`config.mk`:
```
export PLATFORM = sky130hd
export DESIGN_NAME = ethpipe_gmii_tx
export DESIGN_NICKNAME = d
export VERILOG_FILES = /design/src/rtl/ethpipe_gmii_tx.sv
export SDC_FILE = /design/constraint.sdc
export NUM_CORES = 1
export LEC_CHECK = 0
export ABC_AREA = 1
export BUFFER_PORTS_ARGS = -buffer_cell sky130_fd_sc_hd__buf_2
export CAP_MARGIN = 25
export CORE_MARGIN = 10
export CORE_UTILIZATION = 54
export CTS_CLUSTER_SIZE = 12
export DETAILED_ROUTE_END_ITERATION = 7
export PLACE_DENSITY = 0.81
export SYNTH_ARGS = -nofsm -noshare
export SYNTH_HDL_FRONTEND = slang
export SYNTH_SLANG_ARGS = --single-unit
```
`constraint.sdc`:
```
create_clock -name clk_125 -period 11.2 [get_ports clk_125]
set_input_delay 2.8 -clock clk_125 [delete_from_list [all_inputs] [get_ports clk_125]]
set_output_delay 2.8 -clock clk_125 [all_outputs]
set_load 0.1 [all_outputs]
```
`src/rtl/ethpipe_gmii_tx.sv`:
```
// GMII transmit engine: streams one TX slot from dual-port RAM as preamble/SFD, payload,
// optional zero pad and FCS, then holds the inter-frame gap and reports completion.
module ethpipe_gmii_tx #(
    parameter int unsigned RAM_LATENCY   = 2,
    parameter int unsigned MIN_FRAME_LEN = 60,
    parameter int unsigned MAX_FRAME_LEN = 1514,
    parameter int unsigned IFG_CYCLES    = 12,
    parameter bit          ADD_PAD       = 1'b1
) (
    input  logic        clk_125,
    input  logic        rstn,
    input  logic        tx_start,
    input  logic [11:0] tx_frame_len,
    input  logic [31:0] global_counter,
    output logic [11:0] slot_tx_eth_address,
    input  logic [15:0] slot_tx_eth_q,
    output logic [7:0]  gmii_txd,
    output logic        gmii_tx_en,
    output logic        gmii_tx_er,
    output logic        tx_busy,
    output logic        tx_complete,
    output logic        tx_error,
    output logic [31:0] tx_timestamp
);

    // Preamble+SFD is 8 wire cycles, minus one for the output register. Prefetch length and
    // RAM latency cancel, so the fetch pointer trails acceptance by a fixed 7 cycles.
    localparam logic [11:0] FETCH_LEAD = 12'd7;

    typedef enum logic [3:0] {
        StIdle, StPrefetch, StPreamble, StSfd, StData, StPad, StFcs, StIfg, StReject
    } state_e;

    state_e      state_q, state_d;
    logic [7:0]  cnt_q, cnt_d;
    logic [11:0] byte_q, byte_d;
    logic [11:0] len_q, len_d;
    logic [11:0] fc_q, fc_d;
    logic [31:0] crc_q, crc_d;
    logic [31:0] ts_q, ts_d;
    logic [11:0] addr_q, addr_d;
    logic [7:0]  txd_q, txd_d;
    logic        en_q, en_d;
    logic        busy_q, busy_d;
    logic        cmp_q, cmp_d;
    logic        err_q, err_d;
    logic [31:0] fcs;
    logic [11:0] fetch, word, last;

    function automatic logic [31:0] crc32_byte(input logic [31:0] crc, input logic [7:0] data);
        logic [31:0] c;
        c = crc ^ {24'h0, data};
        for (int i = 0; i < 8; i++) begin
            c = c[0] ? ((c >> 1) ^ 32'hEDB88320) : (c >> 1);
        end
        return c;
    endfunction

    always_comb begin
        state_d = state_q;
        cnt_d   = cnt_q;
        byte_d  = byte_q;
        len_d   = len_q;
        crc_d   = crc_q;
        ts_d    = ts_q;
        txd_d   = 8'h00;
        en_d    = 1'b0;
        fcs     = 32'h0;

        case (state_q)
            StIdle: begin
                if (tx_start) begin
                    if (tx_frame_len != 12'd0 && tx_frame_len <= 12'(MAX_FRAME_LEN)) begin
                        len_d   = tx_frame_len;
                        cnt_d   = 8'd0;
                        state_d = (RAM_LATENCY > 1) ? StPrefetch : StPreamble;
                    end else begin
                        state_d = StReject;
                    end
                end
            end
            StPrefetch: begin
                if (cnt_q == 8'(RAM_LATENCY - 2)) begin
                    state_d = StPreamble;
                    cnt_d   = 8'd0;
                end else begin
                    cnt_d = cnt_q + 8'd1;
                end
            end
            StPreamble: begin
                if (cnt_q == 8'd6) state_d = StSfd;
                else               cnt_d   = cnt_q + 8'd1;
            end
            StSfd: begin
                state_d = StData;
                byte_d  = 12'd0;
                ts_d    = global_counter;
            end
            StData: begin
                if (byte_q == len_q - 12'd1) begin
                    if (ADD_PAD && len_q < 12'(MIN_FRAME_LEN)) begin
                        state_d = StPad;
                        byte_d  = byte_q + 12'd1;
                    end else begin
                        state_d = StFcs;
                        cnt_d   = 8'd0;
                    end
                end else begin
                    byte_d = byte_q + 12'd1;
                end
            end
            StPad: begin
                if (byte_q == 12'(MIN_FRAME_LEN - 1)) begin
                    state_d = StFcs;
                    cnt_d   = 8'd0;
                end else begin
                    byte_d = byte_q + 12'd1;
                end
            end
            StFcs: begin
                if (cnt_q == 8'd3) begin
                    state_d = StIfg;
                    cnt_d   = 8'd0;
                end else begin
                    cnt_d = cnt_q + 8'd1;
                end
            end
            StIfg: begin
                if (cnt_q == 8'(IFG_CYCLES - 1)) state_d = StIdle;
                else                             cnt_d   = cnt_q + 8'd1;
            end
            StReject: state_d = StIdle;
            default:  state_d = StIdle;
        endcase

        // Output registers carry the byte for the state being entered.
        case (state_d)
            StPreamble: begin
                txd_d = 8'h55;
                en_d  = 1'b1;
            end
            StSfd: begin
                txd_d = 8'hD5;
                en_d  = 1'b1;
                crc_d = 32'hFFFFFFFF;
            end
            StData: begin
                txd_d = byte_d[0] ? slot_tx_eth_q[7:0] : slot_tx_eth_q[15:8];
                en_d  = 1'b1;
                crc_d = crc32_byte(crc_q, txd_d);
            end
            StPad: begin
                en_d  = 1'b1;
                crc_d = crc32_byte(crc_q, 8'h00);
            end
            StFcs: begin
                fcs   = ~crc_q >> {cnt_d[1:0], 3'b000};
                txd_d = fcs[7:0];
                en_d  = 1'b1;
            end
            default: ;
        endcase

        busy_d = !(state_d inside {StIdle, StReject});
        cmp_d  = (state_d == StReject) || (state_q == StIfg && state_d == StIdle);
        err_d  = (state_d == StReject);

        fc_d   = busy_d ? fc_q + 12'd1 : 12'd0;
        fetch  = fc_d - FETCH_LEAD;
        word   = fetch >> 1;
        last   = (len_q - 12'd1) >> 1;
        addr_d = (fc_d >= FETCH_LEAD) ? ((word > last) ? last : word) : 12'd0;
    end

    always_ff @(posedge clk_125 or negedge rstn) begin
        if (!rstn) begin
            state_q <= StIdle;
            cnt_q   <= 8'd0;
            byte_q  <= 12'd0;
            len_q   <= 12'd0;
            fc_q    <= 12'd0;
            crc_q   <= 32'hFFFFFFFF;
            ts_q    <= 32'd0;
            addr_q  <= 12'd0;
            txd_q   <= 8'h00;
            en_q    <= 1'b0;
            busy_q  <= 1'b0;
            cmp_q   <= 1'b0;
            err_q   <= 1'b0;
        end else begin
            state_q <= state_d;
            cnt_q   <= cnt_d;
            byte_q  <= byte_d;
            len_q   <= len_d;
            fc_q    <= fc_d;
            crc_q   <= crc_d;
            ts_q    <= ts_d;
            addr_q  <= addr_d;
            txd_q   <= txd_d;
            en_q    <= en_d;
            busy_q  <= busy_d;
            cmp_q   <= cmp_d;
            err_q   <= err_d;
        end
    end

    assign slot_tx_eth_address = addr_q;
    assign gmii_txd            = txd_q;
    assign gmii_tx_en          = en_q;
    assign gmii_tx_er          = 1'b0;
    assign tx_busy             = busy_q;
    assign tx_complete         = cmp_q;
    assign tx_error            = err_q;
    assign tx_timestamp        = ts_q;

endmodule

```
Word level (Yosys, flattened, before mapping)
Cells that the tools add are included.
{"block": "totals", "in_bits": 63, "regBits": 135, "output_inout_bits": 57, "wordCells": 133}
{"block": "op_classes", "shift": 1, "reduce_logical": 16, "add_sub_neg": 5, "n_mux": 47, "bitwise_logic": 18, "magnitude_cmp": 4, "eq_ne": 27}
{"cell": "$mux W32", "n": 16}
{"cell": "$not A13 Y14", "n": 16}
{"cell": "$pmux W32 S3", "n": 1}
{"cell": "$mux W8", "n": 10}
{"cell": "$pmux W8 S7", "n": 1}
{"cell": "$mux W12", "n": 4}
{"cell": "$pmux W12 S3", "n": 1}
{"cell": "$mux W4", "n": 8}
{"cell": "$not A32 Y32", "n": 1}
{"cell": "$pmux W4 S8", "n": 1}
{"cell": "$pmux W8 S4", "n": 1}
{"cell": "$shr A32 B5 Y8", "n": 1}
{"cell": "$xor A32 B8 Y32", "n": 1}
{"cell": "$eq A4 B3 Y1 const B", "n": 7}
{"cell": "$add A12 B1 Y12 const B", "n": 2}
{"cell": "$mux W11", "n": 2}
{"cell": "$eq A4 B2 Y1 const B", "n": 4}
{"cell": "$ne A2 B2 Y1 const B", "n": 8}
{"cell": "$eq A12 B12 Y1", "n": 1}
{"cell": "$eq A12 B6 Y1 const B", "n": 1}
{"cell": "$ge A12 B3 Y1 const B", "n": 1}
{"cell": "$le A12 B11 Y1 const B", "n": 1}
{"cell": "$lt A12 B6 Y1 const B", "n": 1}
{"cell": "$reduce_bool A12 Y1", "n": 1}
{"cell": "23 further kinds", "n": 27}

Logic depth before layout (Yosys ltp)
{"block": "logic_depth", "depth_word": 23, "mapped_depth": 40, "mapped_depth_nobuf": 39}

Worst setup path before layout
No wires, ideal clock.
{"block": "synth_timing", "path_type": "input-to-reg", "start": "in tx_frame_len[4]", "end": "reg addr_q[2], in the netlist slot_tx_eth_address[2]", "required_time_ns": 11.106, "path_buffers": 1, "cell_stages": 29, "arrival_time_ns": 6.125, "setup_slack_ns": 4.981, "cell_sequence": "or2_2 -> o221ai_1 -> nand2_1 -> nor2_1 -> nand2_1 -> nand2_1 -> inv_1 -> nand2_2 -> inv_2 -> nand3_4 -> inv_4 -> nor2_4 -> nand3_2 -> xor2_1 -> ha_1 -> nand2_1 -> o21ai_0 -> a21o_1 -> a21oi_1 -> o21ai_0 -> nand3_1 -> a21oi_1 -> nor2_1 -> inv_1 -> nand2_1 -> inv_1 -> clkbuf_1 -> nor2_1 -> a211oi_1"}
{"block": "synth_via", "elab_chain_len": 12}
{"element": "start, declared", "line_no": "13", "text": "input logic [11:0] tx_frame_len,"}
{"element": "$le A12 B11 Y1 or $reduce_bool A12 Y1 (tied branches)", "line_no": "73", "text": "if (tx_frame_len != 12'd0 && tx_frame_len <= 12'(MAX_FRAME_LEN)) begin"}
{"element": "$logic_and A1 B1 Y1 *", "line_no": "73"}
{"element": "$mux W4 *", "line_no": "73"}
{"element": "$mux W4 *", "line_no": "72", "text": "if (tx_start) begin"}
{"element": "$pmux W4 S8 *", "line_no": "70", "text": "case (state_q)"}
{"element": "$eq A4 B4 Y1 or $logic_not A4 Y1 (tied branches)", "line_no": "164", "text": "busy_d = !(state_d inside {StIdle, StReject});"}
{"element": "$reduce_bool A2 Y1 *", "line_no": "164"}
{"element": "$mux W12 *", "line_no": "168", "text": "fc_d = busy_d ? fc_q + 12'd1 : 12'd0;"}
{"element": "named net fc_d[1]", "line_no": "38", "text": "logic [11:0] fc_q, fc_d;"}
{"element": "$sub A12 B3 Y12", "line_no": "169", "text": "fetch = fc_d - FETCH_LEAD;"}
{"element": "$gt A11 B11 Y1", "line_no": "172", "text": "addr_d = (fc_d >= FETCH_LEAD) ? ((word > last) ? last : word) : 12'd0;"}
{"element": "$mux W11", "line_no": "172"}
{"element": "$mux W11 *", "line_no": "172"}
{"element": "named net addr_d[2]", "line_no": "41", "text": "logic [11:0] addr_q, addr_d;"}
{"element": "end signal, assigned", "line_no": "198", "text": "addr_q <= addr_d;"}
{"element": "end, declared", "line_no": "41"}
The timed path passes the listed nets; every way through them passes the cells marked *.
A chain may end at the register's enable or synchronous reset.

Worst setup path after layout
Ends and elaborated chain as after synthesis.

==> results.ini <==
[setup_path]
end_kind=flip-flop
crit_type=in -> reg
path_max_fanout=21
cp_slowest_cell=a211oi_1
crit_path_start_kind=primary input
cpMostUsedCell=nand2_1
cp.required_ns=11.53
cp_slowest_stage_delay_ns=0.31
arrival_ns=7.29

[detailed_routing]
drt_iter0_drc=887
dr.pass1.iters=5
num_vias=9604
drtAntennaViolNets=0
routed_wl_mm=28.57
wire_per_inst_um=16.49
drc=0
drt-vias-per-instance=5.542

[yosys]
synth_compound_area_frac=0.1024
ys_warn_count=0
yosys.area_share.simple=0.3457
synthDistinctLibCells=55
seq_area_frac_synth=0.3492
synth-adder-area-share=0.02173
synth_top_cell_by_area=dfrtp_1
synth.cell_area_um2=9789
synth_area_leaders=dfrtp_1 26%, nand2_1 15%, dfstp_2 8.6%, nand3_1 6.7%, inv_1 5.9%
synth_edf_count=0
synth_seq_cells=135
synthCells=1385
synthFlopType=dfrtp_1
avgSynthCellArea_um2=7.068
yosys.area_share.xor_xnor=0.09509
yosysTopAreaCellShare=0.2633
synthMuxAreaShare=0
synth_top_family_by_area=simple AND/OR/NAND/NOR gates
async_flop_share=1.000

[placed_design]
port_buffers=117
pre_cts_ws_ns=3.885
gp_congestion=1.002
postPlaceCellArea_um2=10580
dp_hpwl_mm=21.75

[grt]
track_usage=0.2376
grt_overflow=0
grt_pass1_vias=9164
grt_pass1_wl_mm=46.58
grt_max_degree=82
grt_antenna_before_repair=0

[die]
pin_count=120
die_w_um=154.6
start_util=0.5468
dieArea_um2=23910
die_y_um=154.6
core_um2=17900
core.rowCount=49

[finish]
final_common_cell=nand2_1
nets=1571
drive_gt1_frac=0.1941
layout_common_cells=397 x nand2_1, 154 x inv_1, 131 x nand3_1, 116 x buf_2, 103 x dfrtp_1
synthToLayoutAreaGrowth_pct=14.23
fin_area_um2=11180
diodes=0
utilization=0.6246
fill_cells=1582

[clock_tree]
cts_buffer_depth=2
post_cts_buffers=0
cts.sinks=135
cts_hold_buf=0
clk_pin_slew_ns=0.07
cts_root_buf=clkbuf_16
post_cts_resized=0
cts_tree=done
cts-htree-levels=4
numCtsBuffers=17
clock_latency_ns=0.43

[flow_run]
maxCapViolations=0

[outcome]
status=complete, no violations

[sta]
setup_viol=0
slew_headroom=0.3533
fin_ws_ns=4.239
fin_skew_ns=0.01110
hold_viol=0
min_period_over_period=0.6216
rsz0062_at_grt=false
finalCriticalPeriod_ns=6.961
tightestPinTransition_ns=0.9676
slew_violations=0
max_freq_ghz=0.1437
fin_setup_tns_ns=0

[power]
leakagePower_nw=5.522
peakVddDrop_uv=114.0
powerDensity_nw_per_um2=102.6

[min_path]
worstHoldPathType=reg -> reg

## area by class of cell
| type | instances | area (µm²) | share of cell area |
|---|---|---|---|
| clock buffer | 17 | 425.4 | 0.03804 |
| timing repair buffer | 125 | 671.9 | 0.06009 |
| multi-input combinational | 1036 | 5538 | 0.4952 |
| inverter | 176 | 663.1 | 0.05930 |
| clock inverter | 15 | 178.9 | 0.01600 |
| tap | 229 | 286.5 | 0.02562 |
| sequential | 135 | 3418 | 0.3057 |
## logic make-up after synthesis
kind of cell,after synthesis
other,1
AOI/OAI and AO/OA,178
DFF,135
and+or+nand+nor,736
adders and majority gates,17
buffers and inverters,215
xor gates and xnor gates,103
## metal layers
layer | vias to the layer above | track usage | part of all wire
li1 | 4658 | - | -
met1 | 4441 | 0.2975 | 0.41
met2 | 438 | 0.3906 | 0.47
met3 | 67 | 0.05103 | 0.080
met4 | 0 | 0.09357 | 0.031
met5 | - | 0 | 0
## final timing paths
| kind | depth (start not counted) | from | slack, ns | endpoint |
|---|---|---|---|---|
| min in group asynchronous | 1 | rstn | 2.40 | len_q[9]$_DFFE_PN0P_ |
| hold reg to reg | 2 | tx_timestamp[9]$_DFFE_PN0P_ | 0.47 | tx_timestamp[9]$_DFFE_PN0P_ |
| hold / removal | 2 | tx_timestamp[9]$_DFFE_PN0P_ | 0.47 | tx_timestamp[9]$_DFFE_PN0P_ |
| setup reg to reg | 35 | len_q[0]$_DFFE_PN0P_ | 5.73 | slot_tx_eth_address[2]$_DFF_PN0_ |
| max in group asynchronous | 2 | rstn | 7.60 | gmii_txd[0]$_DFF_PN0_ |
| setup / recovery | 29 | tx_frame_len[4] | 4.24 | slot_tx_eth_address[2]$_DFF_PN0_ |
## through the flow
step                cells  total power, mW  hold WS (ns)
floorplan            1386           0.5425        0.4485
global placement     1699           0.5743        0.4481
detailed placement   1701           0.5758        0.4526
CTS                  1733            1.149        0.4693
global route         1733            1.184        0.4975
finish               1733            1.147        0.4674
## synth_stat cells (2+ instances only)
master and n:
nor2_1 83, o21ai_1 7, xnor2_1 35, o21ai_2 3, o21ai_0 53, nand3_1 131, a31oi_1 5, nor3_1 20
inv_2 21, nor2_4 6, clkbuf_1 27, nor3_2 2, ha_1 17, xor2_2 2, nand4_1 15, or2_2 5
a22oi_1 3, nand2_2 31, a211oi_1 5, a21oi_1 72, o211ai_1 7, o22ai_1 10, dfstp_2 32, a2bb2oi_1 2
dfrtp_1 103, o221ai_1 2, nor2_2 7, inv_1 154, nand2_1 397, nand3_4 2, nand3_2 13, or2_1 3
buf_2 7, a21boi_1 2, nor4_1 9, buf_4 3, xor2_1 65, nand2_4 7
## flip-flops by register name (all words and copies together), names as in the netlist, 4 cells and up
register,flops
crc_q,32
tx_timestamp,32
byte_q,12
fc_q,12
len_q,12
slot_tx_eth_address,11
cnt_q,8
gmii_txd,8
state_q,4
## critical path, delay by kind of cell
kind	cells	cell delay [ns]
AOI/OAI and AO/OA	8	1.10
xor gates and xnor gates	1	0.22
adders and majority gates	1	0.28
buffers and inverters	6	0.86
and+or+nand+nor	13	1.98
## report_power, final
group          switching [mW]  internal (mW)  leakage, nW
Sequential                  0          0.488         1.49
Combinational          0.0543         0.0250         3.73
Clock                   0.259          0.320        0.295
Total                   0.314          0.834         5.52
Power figures use the tool's default switching activity.
